$ cat src/rtl/bp_update_scheduler.sv
// Branch predictor table write sequencer: queues branch resolutions, drains them as
// read-modify-write updates, and runs full-table clear sweeps. Optional BP_STATS_EN adds counters.
module bp_update_scheduler #(
    parameter int WORD_SIZE  = 16,
    parameter int INDEX_BIT  = 4,
    parameter int FIFO_DEPTH = 4
) (
    input  logic                           clk,
    input  logic                           reset_n,
    input  logic                           res_valid,
    output logic                           res_ready,
    input  logic [WORD_SIZE-1:0]           res_pc,
    input  logic [WORD_SIZE-1:0]           res_target,
    input  logic                           res_taken,
    input  logic                           res_pred,
    input  logic                           clr_req,
    output logic                           clr_done,
    output logic                           mispredict,
    output logic [INDEX_BIT-1:0]           rd_index,
    input  logic [WORD_SIZE-INDEX_BIT-1:0] rd_tag,
    input  logic                           rd_valid,
    input  logic [1:0]                     rd_state,
    output logic                           wr_en,
    output logic [INDEX_BIT-1:0]           wr_index,
    output logic [WORD_SIZE-INDEX_BIT-1:0] wr_tag,
    output logic [WORD_SIZE-1:0]           wr_target,
    output logic [1:0]                     wr_state,
    output logic                           wr_valid,
    output logic                           busy
`ifdef BP_STATS_EN
    ,
    output logic [15:0]                    stat_branches,
    output logic [15:0]                    stat_mispred
`endif
);

    localparam int TAG_W = WORD_SIZE - INDEX_BIT;
    localparam int PTR_W = $clog2(FIFO_DEPTH);
    localparam int CNT_W = PTR_W + 1;
    localparam logic [CNT_W-1:0]     FULL_CNT = CNT_W'(FIFO_DEPTH);
    localparam logic [INDEX_BIT-1:0] LAST_IDX = '1;

    typedef enum logic [1:0] {
        ST_IDLE,
        ST_UPDATE,
        ST_CLEAR
    } state_t;

    function automatic logic [1:0] sat_inc(input logic [1:0] s);
        return (s == 2'd3) ? 2'd3 : s + 2'd1;
    endfunction

    function automatic logic [1:0] sat_dec(input logic [1:0] s);
        return (s == 2'd0) ? 2'd0 : s - 2'd1;
    endfunction

`ifdef BP_STATS_EN
    function automatic logic [15:0] sat_cnt(input logic [15:0] c, input logic inc);
        return (inc && c != 16'hFFFF) ? c + 16'd1 : c;
    endfunction
`endif

    state_t state, state_nxt;

    logic [WORD_SIZE-1:0] fifo_pc     [FIFO_DEPTH];
    logic [WORD_SIZE-1:0] fifo_target [FIFO_DEPTH];
    logic                 fifo_taken  [FIFO_DEPTH];
    logic [PTR_W-1:0]     wr_ptr, rd_ptr;
    logic [CNT_W-1:0]     count, count_nxt;
    logic                 fifo_empty, fifo_full;
    logic                 push, pop;
    logic                 mis_p0;

    logic [WORD_SIZE-1:0] head_pc, head_target;
    logic                 head_taken;
    logic [TAG_W-1:0]     head_tag;
    logic [INDEX_BIT-1:0] head_idx;
    logic                 hit;

    logic [INDEX_BIT-1:0] clr_idx;

    // Acceptance stage: handshake and queue bookkeeping
    assign fifo_empty = (count == '0);
    assign fifo_full  = (count == FULL_CNT);
    assign res_ready  = ~fifo_full;
    assign push       = res_valid & ~fifo_full;
    // A clear request in UPDATE holds the head entry so it is applied after the sweep
    assign pop        = (state == ST_UPDATE) & ~fifo_empty & ~clr_req;
    assign mis_p0     = push & (res_pred != res_taken);
    assign count_nxt  = count + {{PTR_W{1'b0}}, push} - {{PTR_W{1'b0}}, pop};

    always_ff @(posedge clk) begin
        if (push) begin
            fifo_pc[wr_ptr]     <= res_pc;
            fifo_target[wr_ptr] <= res_target;
            fifo_taken[wr_ptr]  <= res_taken;
        end
    end

    always_ff @(posedge clk) begin
        if (!reset_n) begin
            wr_ptr     <= '0;
            rd_ptr     <= '0;
            count      <= '0;
            mispredict <= 1'b0;
        end else begin
            if (push) wr_ptr <= wr_ptr + PTR_W'(1);
            if (pop)  rd_ptr <= rd_ptr + PTR_W'(1);
            count      <= count_nxt;
            mispredict <= mis_p0;
        end
    end

    // Lookup stage: head entry drives the table read port
    assign head_pc     = fifo_pc[rd_ptr];
    assign head_target = fifo_target[rd_ptr];
    assign head_taken  = fifo_taken[rd_ptr];
    assign head_tag    = head_pc[WORD_SIZE-1:INDEX_BIT];
    assign head_idx    = head_pc[INDEX_BIT-1:0];
    assign rd_index    = fifo_empty ? '0 : head_idx;
    assign hit         = rd_valid & (rd_tag == head_tag);

    always_ff @(posedge clk) begin
        if (!reset_n) begin
            state    <= ST_IDLE;
            clr_idx  <= '0;
            clr_done <= 1'b0;
        end else begin
            state    <= state_nxt;
            clr_done <= (state == ST_CLEAR) && (clr_idx == LAST_IDX);
            if (state == ST_CLEAR) clr_idx <= clr_idx + INDEX_BIT'(1);
        end
    end

    always_comb begin
        state_nxt = state;
        case (state)
            ST_IDLE: begin
                if (clr_req)          state_nxt = ST_CLEAR;
                else if (!fifo_empty) state_nxt = ST_UPDATE;
            end
            ST_UPDATE: begin
                if (clr_req)                state_nxt = ST_CLEAR;
                else if (count_nxt == '0)   state_nxt = ST_IDLE;
            end
            ST_CLEAR: begin
                if (clr_idx == LAST_IDX)    state_nxt = ST_IDLE;
            end
            default: state_nxt = ST_IDLE;
        endcase
    end

    // Write stage: table write port, valid the same cycle the entry pops
    always_comb begin
        wr_en     = 1'b0;
        wr_index  = '0;
        wr_tag    = '0;
        wr_target = '0;
        wr_state  = 2'd0;
        wr_valid  = 1'b0;
        case (state)
            ST_UPDATE: begin
                if (pop && (hit || head_taken)) begin
                    wr_en     = 1'b1;
                    wr_index  = head_idx;
                    wr_tag    = head_tag;
                    // Direct branches resolve to the stored target on a hit, so rewriting it is safe
                    wr_target = head_target;
                    wr_valid  = 1'b1;
                    if (!hit)           wr_state = 2'd2;
                    else if (head_taken) wr_state = sat_inc(rd_state);
                    else                wr_state = sat_dec(rd_state);
                end
            end
            ST_CLEAR: begin
                wr_en    = 1'b1;
                wr_index = clr_idx;
            end
            default: ;
        endcase
    end

    assign busy = (state != ST_IDLE);

`ifdef BP_STATS_EN
    // Clearing on clr_done still counts an event accepted in that same cycle
    always_ff @(posedge clk) begin
        if (!reset_n) begin
            stat_branches <= '0;
            stat_mispred  <= '0;
        end else begin
            stat_branches <= sat_cnt(clr_done ? 16'h0 : stat_branches, push);
            stat_mispred  <= sat_cnt(clr_done ? 16'h0 : stat_mispred, mis_p0);
        end
    end
`endif

endmodule

$ cat config.mk
export PLATFORM = sky130hd
export DESIGN_NAME = bp_update_scheduler
export DESIGN_NICKNAME = d
export VERILOG_FILES = /design/src/rtl/bp_update_scheduler.sv
export SDC_FILE = /design/constraint.sdc
export NUM_CORES = 1
export LEC_CHECK = 0
export CAP_MARGIN = 25
export CELL_PAD_IN_SITES_DETAIL_PLACEMENT = 1
export CELL_PAD_IN_SITES_GLOBAL_PLACEMENT = 1
export CORE_ASPECT_RATIO = 0.5
export CORE_UTILIZATION = 46
export CTS_CLUSTER_SIZE = 10
export DETAILED_ROUTE_END_ITERATION = 10
export GPL_TIMING_DRIVEN = 0
export HOLD_SLACK_MARGIN = 0.06
export MAX_ROUTING_LAYER = met4
export PLACE_DENSITY = 0.81
export SYNTH_ARGS = -nofsm -noshare
export SYNTH_HDL_FRONTEND = slang
export SYNTH_SLANG_ARGS = --single-unit
export TNS_END_PERCENT = 20
$ cat constraint.sdc
create_clock -name clk -period 3.9 [get_ports clk]
set_clock_uncertainty 0.2 [all_clocks]
set_input_delay 0.39 -clock clk [delete_from_list [all_inputs] [get_ports clk]]
set_output_delay 0.39 -clock clk [all_outputs]
set_load 0.1 [all_outputs]
==> impl_results.md <==
- Die area: 14700 sq um
- Synthesized instance count: 367
- Worst slew pin tran: 0.972 ns
- # fillers: 1240
- WL/cell: 23.3 um
- Total CTS buffers: 17
- First-pass GRT wire length: 24500 um
- DIE WIDTH: 171 um
- Area of the core: 13700 sq um
- Hold_ws: 0.305 ns
- # setup viols final: 0
- Register area: 4300 sq um
- Multi-input logic area: 2140 sq um
- Hold Path Origin: clr_idx[3]$_SDFFE_PN0P_
- Max FO, Critical Path: 9
- R2r setup slk: 0.31 ns
- Share of cells above drive strength 1: 32.5%
- FP Rows: 30
- Clk Latency, worst-skew pair: 0.42 ns
- Flops & latches, synth: 149
- Most common cell after layout, fill and taps aside: edfxtp_1
- Syn_area_per_cell: 17.8 sq um
- Port buffer count: 96
- Max IR drop VDD: 0.293 mV
- CTS tree: built
- Max Root-Sink Buffers: 2
- EDFF count, synth: 132
- Synth top area share: 60.6%
- Vias in the first global route: 4126
- PD cells: 579 nW/um^2
- Final wirelength: 16100 um
- Critical path type: flip-flop to primary output
- Worst path required time: 3.31 ns
- Initial DRC count: 230
- Worst setup EP type: primary output
- Synth unique cells: 47
- Synth top area cells: edfxtp_1, mux4_2, dfxtp_1
- Num Clock Sinks: 149
- Remaining antenna violation count: 0
- Register area share after synthesis: 65.8%
- Startpoint types: flip-flop
- Period utilisation layout: 96.7%
- Initial antenna violation count: 0
- Height of the chip: 86.3 um
- Hold path cells: 2
- HPWL after detailed placement: 10300 um
- Max Cap Viol: 0
- Total track usage: 24.3%
- Most frequent cells in the layout: edfxtp_1, clkdlybuf4s50_1, mux4_2, buf_4, nor3b_2
- Reg2reg end: state[1]$_SDFFE_PN0P_
- Post-layout minimum cycle time: 3.77 ns
- Hold path endpoint: clr_done$_SDFF_PN0_
- Worst R2R Start: state[1]$_SDFFE_PN0P_
- Ant diodes: 0
- Root buf cell: clkbuf_16
- Setup tns final: 0 ns
- Largest net degree at the start of global routing: 34
- 1st-pass router iterations: 4
- Leakage: 2.82 nW
- DR vias/cell: 5.41
- Yosys warns: 0
- Syn_nets: 430
- Fin. Hold Viols: 0
- Status: completed
- Vias post-DR: 3750
- Cell taking the most area after synthesis: edfxtp_1
- Slew HR: 35.0%
- Clock slew at reported path FFs: 0.06 ns
- Hold Crit Class: flip-flop to flip-flop
- Max Clock Freq: 265 MHz
- Fin nets: 552
- # DRC: 0
- Top_reg_cell synth: edfxtp_1
- Placer Congestion: 0.757
- H-tree depth: 4
- Synthesized area: 6540 sq um
- Num ports: 97
- WP data arrival: 3.18 ns
- Slew Limit Fails: 0
- Area grow syn2layout: 29.0%
- Fraction of registers with async set/reset: 0%
- Initial Utilization: 47.7%
- Total gr overflow: 0
- R2r worst-path depth: 15
[worst max-delay path by stage]
stage	from	end	slack (ns)	cells after the start
after floorplan	flip-flop	wr_tag[3]	-0.46	7
after global placement	flip-flop	wr_tag[6]	-0.51	9
after detailed placement	flip-flop	wr_tag[3]	-0.55	9
after CTS	flip-flop	wr_target[5]	0.002	10
after global routing	flip-flop	wr_tag[8]	-0.01	10
final	flip-flop	wr_tag[3]	0.13	9
[power by group]
group | switching [mW] | internal (mW) | total (mW)
Sequential | 0.0704 | 1.93 | 2.00
Combinational | 0.844 | 0.439 | 1.28
Clock | 0.704 | 0.894 | 1.60
Total | 1.62 | 3.27 | 4.89
[flip-flops by register name, summed over array words and instances (netlist names), named ones only]
name	count
clr_idx	4
mispredict	1
fifo_target	64
fifo_taken	4
fifo_pc	64
state	2
rd_ptr	2
count	3
clr_done	1
wr_ptr	2
[final cells by class]
cell class | instances | share of cell area (%)
inverter | 7 | 0.311
tap | 192 | 2.85
clock inverter | 14 | 1.72
buffer | 20 | 1.68
timing repair buffer | 103 | 12.1
multi-input combinational | 191 | 25.3
sequential | 149 | 51.0
clock buffer | 17 | 5.04
[logic make-up after synthesis]
family | Yosys count | share of synthesized area, %
multiplexers | 42 | 12.6
AND/OR/NAND/NOR | 94 | 10.8
buffers and inverters | 27 | 2.37
XOR/XNOR | 22 | 3.18
AO/OA/AOI/OAI | 23 | 3.27
adder cells (fa/ha/maj) | 10 | 2.03
flip-flops | 149 | 65.8
[cell usage after synthesis (3+ instances only)]
cell type	count
and3_1	5
nand3_1	11
nor2_1	8
nor3b_2	24
clkbuf_1	8
mux2i_1	11
o21ai_0	5
mux4_2	23
nand2_1	11
mux4_1	6
xor2_1	6
buf_6	5
and2_1	12
a21oi_1	3
inv_1	7
xnor2_1	15
buf_2	4
edfxtp_1	132
dfxtp_1	17
ha_1	9
o21ai_1	4
nor2b_1	11
[metal layers]
layer  GRT usage, %  wire, um  vias to the layer above
li1               -         -                     1673
met2           41.5      8510                       96
met3           5.16       542                       19
met5              -         0                        -
met4           8.19       258                        0
met1           28.9      6800                     1962
[timing repair]
item	4_1_cts	5_1_grt
setup buffers	2	1
pin swaps	1	2
hold buffers	0	0
gates resized for setup	230	26
setup endpoints to repair	42	38
[critical path, stage by stage (launching register included)]
cell and delay, ns:
dfxtp_1 0.33, buf_6 0.19, mux4_2 0.58, xnor2_2 0.16, nand3_2 0.13, nor4_4 0.29, buf_4 0.19, a21oi_4 0.13
a2111oi_2 0.45, buf_6 0.28
[through the flow]
| step | power, mW | area (sq um) | setup WS (ns) | util (%) | std cells |
|---|---|---|---|---|---|
| 6_report | 4.89 | 8440 | 0.128 | 61.6 | 693 |
| 5_1_grt | 5.06 | 8440 | -0.0106 | 61.6 | 693 |
| 4_1_cts | 4.90 | 8360 | 0.00150 | 61.0 | 692 |
| 3_5_place_dp | 3.30 | 7830 | -0.546 | 57.1 | 659 |
| 3_3_place_gp | 3.23 | 7740 | -0.511 | 56.5 | 655 |
| 2_1_floorplan | 2.90 | 6540 | -0.459 | - | 367 |
Note: power is estimated with default switching activity, not from simulation.
==> edit, RTL diff (same settings) <==
Set the parameter `FIFO_DEPTH` to 8 (it was 4).
--- a/src/rtl/bp_update_scheduler.sv
+++ b/src/rtl/bp_update_scheduler.sv
@@ -5,3 +5,3 @@
     parameter int INDEX_BIT  = 4,
-    parameter int FIFO_DEPTH = 4
+    parameter int FIFO_DEPTH = 8
 ) (
Check against the original RTL: not equivalent (Yosys sat finds a counterexample within 10 cycles, from zero or initial values and one cycle with reset_n low).
==> edit against the original RTL <==
The run now ends with setup timing left. Synthesized area increased by 78%. Routed wire length increased by 130%. Power increased by 76%. Setup slack worse by 300 ps. Sequential cell count increased by 136. Final area increased by 80%. Global-route usage rose by 4.5 points. Utilization rose by 0.46 points. Critical path depth grew 4. Maximum frequency shrank 7.3%. Clock power grew 81%. Largest cell class unchanged. Largest power group unchanged.
==> edit: results (changes against the original RTL) <==
----------------------------------------------------
[Status]
  Outcome ... complete, but fails checks (was finished clean)
  Failing checks ... setup timing

[Synth]
  Number of enable-type register cells in the synthesized netlist ... 264 (was 132)
  Post-Syn Area per Cell ... 18.3 um2 (was 17.8 um2)
  Most used standard cells in the synthesized netlist ... 264 x sky130_fd_sc_hd__edfxtp_1, 51 x sky130_fd_sc_hd__mux4_2, 45 x sky130_fd_sc_hd__mux2i_1 (was 132 x sky130_fd_sc_hd__edfxtp_1, 24 x sky130_fd_sc_hd__nor3b_2, 23 x sky130_fd_sc_hd__mux4_2)
  Fraction of synthesized area in multiplexers ... 0.149 (was 0.126)
  Net Count, Synth ... 703 (was 430)
  Top cells by area, synth ... sky130_fd_sc_hd__edfxtp_1 68%, sky130_fd_sc_hd__mux4_2 9.9%, sky130_fd_sc_hd__mux2i_1 3.9%, sky130_fd_sc_hd__dfxtp_1 3.6%, sky130_fd_sc_hd__ha_1 1.3% (was sky130_fd_sc_hd__edfxtp_1 61%, sky130_fd_sc_hd__mux4_2 7.9%, sky130_fd_sc_hd__dfxtp_1 5.2%, sky130_fd_sc_hd__nor3b_2 4.6%, sky130_fd_sc_hd__mux4_1 2.4%)
  Area share of fa/ha/maj cells after synthesis ... 0.0146 (was 0.0203)
  Number of unique standard cell types used by synthesis ... 55 (was 47)

[Critical path]
  Max stage delay on crit path ... 320 ps (was 580 ps)
  Worst reg2reg setup slack ... 230 ps (was 310 ps)
  Critical path data arrival time ... 3480 ps (was 3180 ps)
  Cell count of the worst reg-to-reg path ... 17 (was 15)

[Layout]
  Clock buffer cells ... 43 (was 17)
  Net count of the finished layout ... 875 (was 552)
  Seq Cell Count ... 285 (was 149)
  Plain + repair buffers ... 167 (was 123)
  Area used by multi-input combinational logic ... 3550 um2 (was 2140 um2)
  Flip-flop and latch share of the layout cell area ... 0.551 (was 0.510)
  Clock network area share ... 0.0613 (was 0.0676)

[Pwr]
  Total leakage power ... 4.94 nW (was 2.82 nW)
  Power of the clock network ... 2.89 mW (was 1.60 mW)
  Sequential cell fraction of total power ... 0.426 (was 0.410)

[Clock tree]
  Insertion delay to the later sink of the worst-skew pair ... 530 ps (was 420 ps)

[STA]
  Setup total negative slack ... -1290 ps (was 0 ps)
  Worst Hold Slack ... 103 ps (was 305 ps)
  Post-route setup slack ... -169 ps (was 128 ps)
  Headroom to the max-slew limit ... 0.348 (was 0.350)
  Final setup fails ... 23 (was 0)

[Drt]
  Violation count after the first detailed-routing iteration ... 920 (was 230)
  Via density per instance ... 6.25 (was 5.41)
  Number of iterations in the first detailed-routing pass ... 5 (was 4)

[Global route]
  Global-route wire length before repair ... 50900 um (was 24500 um)

[Min path]
  Startpoint of the lowest-slack hold path ... reset_n (was clr_idx[3]$_SDFFE_PN0P_)

[Placed design]
  Placed cell count ... 1090 (was 659)

----------------------------------------------------
## edit: critical path: cells and delay by family (launching register included)
family,cells,cell delay (ps)
and+or+nand+nor,3,860
DFF,1,320
muxes,1,170
AOI/OAI and AO/OA,3,580
buffers and inverters,6,1000
## edit: what timing repair did
| action | 4_1_cts | 5_1_grt |
|---|---|---|
| pin swaps | 11 | 16 |
| buffers inserted | 7 | 13 |
| setup endpoints to repair | 42 | 41 |
| resized for setup | 357 | 63 |
## edit: through the flow
step	instance area, um2	power (mW)	worst slack [ps]
final	15200	8.58	-169
after global routing	15200	8.77	-241
after CTS	14800	8.33	-89.1
after detailed placement	13400	5.42	-1140
after global placement	13100	5.29	-2770
after floorplan	11700	4.85	-820
## edit: routing by layer
layer,share of wire,track usage,wire length (um),up-vias
li1,-,-,-,2876
met1,0.38,0.358,14400,3785
met2,0.50,0.471,18700,447
met3,0.080,0.0541,3000,108
met4,0.036,0.115,1360,0
met5,0,-,0,-
